[src/rtl/apb_cmd_master.sv]
`timescale 1ns/1ps
`default_nettype none
// apb_cmd_master: one-command-at-a-time bridge from a valid/ready request port to an APB master,
// with a wait-state timeout that aborts a stuck ACCESS phase. Rev 1.0
module apb_cmd_master #(
  parameter int TIMEOUT = 16
) (
  input  logic        PCLK,
  input  logic        PRESETn,
  input  logic        cmd_valid,
  output logic        cmd_ready,
  input  logic        cmd_write,
  input  logic [31:0] cmd_addr,
  input  logic [31:0] cmd_wdata,
  output logic        rsp_valid,
  output logic [31:0] rsp_rdata,
  output logic        rsp_err,
  output logic        rsp_timeout,
  output logic        PSEL,
  output logic        PENABLE,
  output logic        PWRITE,
  output logic [31:0] PADDR,
  output logic [31:0] PWDATA,
  input  logic [31:0] PRDATA,
  input  logic        PREADY,
  input  logic        PSLVERR
);

  typedef enum logic [1:0] {
    S_IDLE   = 2'd0,
    S_SETUP  = 2'd1,
    S_ACCESS = 2'd2
  } state_t;

  localparam logic [16:0] C_TMO_LIMIT = 17'(TIMEOUT);

  state_t      state_q, state_d;
  logic [15:0] cnt_q, cnt_d;
  logic [31:0] paddr_q, paddr_d;
  logic [31:0] pwdata_q, pwdata_d;
  logic        pwrite_q, pwrite_d;
  logic        psel_q, psel_d;
  logic        penable_q, penable_d;
  logic        ready_q, ready_d;
  logic        rsp_valid_q, rsp_valid_d;
  logic [31:0] rsp_rdata_q, rsp_rdata_d;
  logic        rsp_err_q, rsp_err_d;
  logic        rsp_to_q, rsp_to_d;
  logic        expired;

  // This wait cycle would bring the count up to the limit.
  assign expired = (C_TMO_LIMIT != 17'd0) && (({1'b0, cnt_q} + 17'd1) >= C_TMO_LIMIT);

  always_comb begin
    state_d     = state_q;
    cnt_d       = cnt_q;
    paddr_d     = paddr_q;
    pwdata_d    = pwdata_q;
    pwrite_d    = pwrite_q;
    rsp_valid_d = 1'b0;
    rsp_rdata_d = 32'd0;
    rsp_err_d   = 1'b0;
    rsp_to_d    = 1'b0;

    case (state_q)
      S_IDLE: begin
        if (cmd_valid && ready_q) begin
          paddr_d  = cmd_addr;
          pwdata_d = cmd_wdata;
          pwrite_d = cmd_write;
          cnt_d    = 16'd0;
          state_d  = S_SETUP;
        end
      end
      S_SETUP: begin
        state_d = S_ACCESS;
      end
      S_ACCESS: begin
        if (PREADY) begin
          state_d     = S_IDLE;
          rsp_valid_d = 1'b1;
          rsp_err_d   = PSLVERR;
          rsp_rdata_d = pwrite_q ? 32'd0 : PRDATA;
        end else begin
          if (cnt_q != 16'hFFFF) begin
            cnt_d = cnt_q + 16'd1;
          end
          if (expired) begin
            state_d     = S_IDLE;
            rsp_valid_d = 1'b1;
            rsp_err_d   = 1'b1;
            rsp_to_d    = 1'b1;
          end
        end
      end
      default: begin
        state_d = S_IDLE;
      end
    endcase

    // Bus strobes and ready are registered copies of the next state.
    psel_d    = (state_d != S_IDLE);
    penable_d = (state_d == S_ACCESS);
    ready_d   = (state_d == S_IDLE);
  end

  always_ff @(posedge PCLK or negedge PRESETn) begin
    if (!PRESETn) begin
      state_q     <= S_IDLE;
      cnt_q       <= 16'd0;
      paddr_q     <= 32'd0;
      pwdata_q    <= 32'd0;
      pwrite_q    <= 1'b0;
      psel_q      <= 1'b0;
      penable_q   <= 1'b0;
      ready_q     <= 1'b0;
      rsp_valid_q <= 1'b0;
      rsp_rdata_q <= 32'd0;
      rsp_err_q   <= 1'b0;
      rsp_to_q    <= 1'b0;
    end else begin
      state_q     <= state_d;
      cnt_q       <= cnt_d;
      paddr_q     <= paddr_d;
      pwdata_q    <= pwdata_d;
      pwrite_q    <= pwrite_d;
      psel_q      <= psel_d;
      penable_q   <= penable_d;
      ready_q     <= ready_d;
      rsp_valid_q <= rsp_valid_d;
      rsp_rdata_q <= rsp_rdata_d;
      rsp_err_q   <= rsp_err_d;
      rsp_to_q    <= rsp_to_d;
    end
  end

  assign cmd_ready   = ready_q;
  assign PSEL        = psel_q;
  assign PENABLE     = penable_q;
  assign PWRITE      = pwrite_q;
  assign PADDR       = paddr_q;
  assign PWDATA      = pwdata_q;
  assign rsp_valid   = rsp_valid_q;
  assign rsp_rdata   = rsp_rdata_q;
  assign rsp_err     = rsp_err_q;
  assign rsp_timeout = rsp_to_q;

endmodule
`default_nettype wire

[config.mk]
export PLATFORM = sky130hd
export DESIGN_NAME = apb_cmd_master
export DESIGN_NICKNAME = d
export VERILOG_FILES = /design/src/rtl/apb_cmd_master.sv
export SDC_FILE = /design/constraint.sdc
export NUM_CORES = 1
export LEC_CHECK = 0
export ABC_CLOCK_PERIOD_IN_PS = 2800
export CORE_ASPECT_RATIO = 0.9
export CORE_MARGIN = 5
export CORE_UTILIZATION = 39
export DETAILED_ROUTE_END_ITERATION = 16
export GPL_ROUTABILITY_DRIVEN = 0
export PLACE_DENSITY = 0.77
export SLEW_MARGIN = 25
export SYNTH_ARGS = -nofsm -noshare
export SYNTH_HDL_FRONTEND = slang
export SYNTH_SLANG_ARGS = --single-unit
[constraint.sdc]
create_clock -name PCLK -period 2.8 [get_ports PCLK]
set_input_delay 0.56 -clock PCLK [delete_from_list [all_inputs] [get_ports PCLK]]
set_output_delay 0.56 -clock PCLK [all_outputs]
set_load 0.005 [all_outputs]
==> qor.yml, run 1 <==
logic_synthesis:
  synth_area_mm2: 0.00488
  synth_compound_area_share_pct: 6.64
  synth_edf_count: 0
  synth-adder-area-share_pct: 0.512
  synthMuxAreaShare_pct: 15.2
  synth_top_family_by_area: "multiplexers"
  async_reset_ff_share_pct: 100
  syn_nets: 470
  synth_xor_area_share_pct: 0.179
  post_synth.cell_area_avg_um2: 13.3
  synth-seq-cells: 121
  yosys_most_used_dff: "dfrtp_1"
  seq_area_frac_synth_pct: 62.0
  yosysWarnings: 0
  syn_inst: 366
  synth_cell_types: 53
  synth_simple_gate_area_share_pct: 13.0
timing:
  fin_worst_skew_ps: 5.99
  holdWs_ps: 162
  max_freq_mhz: 376
  hold_violations: 0
  max_slew_margin_pct: 57.0
  slew_violations: 0
  setup_viol: 0
  timing.setup.tns_ps: 0
  worst_pin_slew_ps: 637
  min_period_ps: 2660
  period_share_pct: 95.0
  rsz0062_at_grt: "no"
setup_path:
  slowest_delay_ps: 560
  worstSetupPathType: "register to register"
  crit_path_end: "rsp_err$_DFF_PN0_"
  worstReg2RegEnd: "rsp_err$_DFF_PN0_"
  path_cells: "nand4_4 > nor4_4 > a211oi_1 > or4_4 > or4b_4 > o211a_1"
  critical_path_depth: 6
  rr_startpoint: "cnt_q[7]$_DFFE_PN0P_"
  cp-start-kind: "register"
  reg2reg_depth: 6
  crit_fanout: 10
  arrival_ps: 2950
  crit_family: "simple AND/OR/NAND/NOR gates"
  crit_path_end_kind: "register"
  cp.required_ps: 3090
  cp_num_buf_inv: 0
  reg2reg_slack_ps: 140
  slowest_stage: "or4_4"
  startpoint: "cnt_q[7]$_DFFE_PN0P_"
grt:
  globalRoute.totalOverflow: 0
  track_usage_pct: 18.1
  grt_first_pass_wirelength_um: 20800
  antenna_found_initial: 0
  grt_pass1_vias: 4036
  grt_start_max_net_pins: 73
power_and_ir_drop:
  leakage_uw: 0.00334
  peakVddDrop_uv: 527
  p_per_area_mw_per_mm2: 928
hold_path:
  hold_class: "input pin to asynchronous set/reset pin"
layout:
  layout-drive-gt1-share_pct: 21.0
  diodes: 0
  layout.nets: 689
  fillers: 918
  area_growth_pct: 58.8
clock_tree:
  cts-root-buf: "clkbuf_16"
  path_clk_slew_ps: 50
  clk_latency_ps: 410
  cts_tree: "done"
  ctsHoldBuffers: 0
  clkSinkCount: 121
  cts_buffers: 17
  htree_levels: 4
  clockBufferDepth: 2
flow_run:
  drv_cap: 0
floorplanning:
  fp-row-count: 38
  ios: 205
  core-area_mm2: 0.0122
  die_width_um: 128
  start_util_pct: 40.1
  dieArea_mm2: 0.0149
  die_y_um: 116
placed_design:
  hpwlAfterDp_um: 9440
  portBuffers: 204
drt:
  via_count: 3719
  drc: 0
  routed_wl_um: 13000
  ant_nets: 0
  firstDrtPassIters: 4
  drt_iter0_markers: 176
  routedWlPerCell_um: 17.2
  via_per_inst: 4.93
status:
  outcome: "completed"
-- worst min-delay path by stage --
stage	from	to	slack, ps
after global placement	PWDATA[9]$_DFFE_PN0P_	PWDATA[9]$_DFFE_PN0P_	490
after CTS	PRESETn	PADDR[28]$_DFFE_PN0P_	180
after global routing	PRESETn	PADDR[28]$_DFFE_PN0P_	210
after floorplan	PRESETn	PADDR[0]$_DFFE_PN0P_	260
final	PRESETn	PWDATA[19]$_DFFE_PN0P_	160
after detailed placement	PWDATA[4]$_DFFE_PN0P_	PWDATA[4]$_DFFE_PN0P_	490
-- power by group --
part	leakage, µW	switching, µW	internal, µW
logic	0.00152	801	1630
clock network	0.000288	736	1400
registers	0.00153	304	2330
-- kinds of logic after synthesis --
logic type	after synthesis
flops	121
simple gates	103
mux	66
compound gates	51
buf+inv	22
fa+ha+maj	2
xor+xnor	1
-- registers in the layout, summed over array words and instances, names as in the netlist --
name / cells
PSEL: 1
PWRITE: 1
state_q: 2
PENABLE: 1
rsp_timeout: 1
PADDR: 32
PWDATA: 32
rsp_rdata: 32
cnt_q: 16
rsp_valid: 1
rsp_err: 1
cmd_ready: 1
-- stage by stage --
stage                     setup slack (ps)  cells  util, %  power, µW  area (µm²)
after floorplan                        177    366        -       3530        4880
after global placement                 229    726     58.8       5050        7160
after detailed placement               130    726     58.8       5130        7160
after CTS                              115    755     63.5       7310        7730
after global routing                  24.5    755     63.7       7600        7760
final                                  139    755     63.7       7200        7760
-- timing repair --
action / 4_1_cts / 5_1_grt
gates resized for setup: 0 / 5
setup buffers: 0 / 0
endpoints found under the setup margin: 0 / 1
-- layout make-up --
class	count	area (µm²)	share of cell area, %
clock inverters	10	129	1.66
clock buffers	19	443	5.71
inverters	2	7.51	0.0968
flip-flops and latches	121	3030	39.1
repair buffers	220	2180	28.2
multi-input cells	223	1760	22.7
well taps	160	200	2.58
-- layout by cell type, fill, tap and decap left out, types with 3 or more instances in the layout --
cell type        instances
o21ai_0                 21
nand2_1                 15
clkinv_2                 6
bufinv_16                3
nor3_1                   4
o31ai_1                  4
nand3_1                  9
mux2_2                  65
and2_1                  34
o41ai_1                  3
nand2b_1                 3
dfrtp_1                119
a21oi_1                  5
clkdlybuf4s50_1        203
buf_4                   15
nor2_1                  15
clkbuf_16               17
-- synthesized netlist by cell type (2+ instances only) --
cell type / number / share of area (%)
nand3_1: 9 / 0.92
nand4_4: 2 / 0.87
buf_6: 3 / 0.69
clkbuf_1: 13 / 1.0
nand2_1: 15 / 1.2
buf_1: 2 / 0.15
o22ai_1: 2 / 0.26
and2_1: 34 / 4.4
o2bb2ai_1: 2 / 0.36
nand2b_1: 3 / 0.38
inv_1: 2 / 0.15
o31ai_1: 4 / 0.61
a311oi_1: 2 / 0.36
dfrtp_1: 121 / 62
o21ai_0: 21 / 2.2
nor3_1: 6 / 0.61
ha_1: 2 / 0.51
nor4_1: 2 / 0.26
nor2_1: 15 / 1.2
o41ai_1: 3 / 0.54
a21oi_1: 5 / 0.51
o211ai_1: 2 / 0.31
a31oi_1: 2 / 0.26
mux2_2: 65 / 15
-- metal layers --
layer	vias to the layer above	global-route usage, %	share of wire [%]
met2	156	30.6	51
met3	18	8.05	10
met1	1807	19.9	37
met4	0	8.13	1.9
met5	-	0	0
li1	1738	-	-
Power figures use the tool's default switching activity.
==> run 2: changes to the inputs <==
--- a/config.mk
+++ b/config.mk
@@ -11,6 +11,7 @@
 export CORE_UTILIZATION = 39
 export DETAILED_ROUTE_END_ITERATION = 16
 export GPL_ROUTABILITY_DRIVEN = 0
+export HOLD_SLACK_MARGIN = 0.08
 export PLACE_DENSITY = 0.77
 export SLEW_MARGIN = 25
 export SYNTH_ARGS = -nofsm -noshare
==> results of run 2 <==
The final DEF is identical to that of run 1; final timing and power are the same.
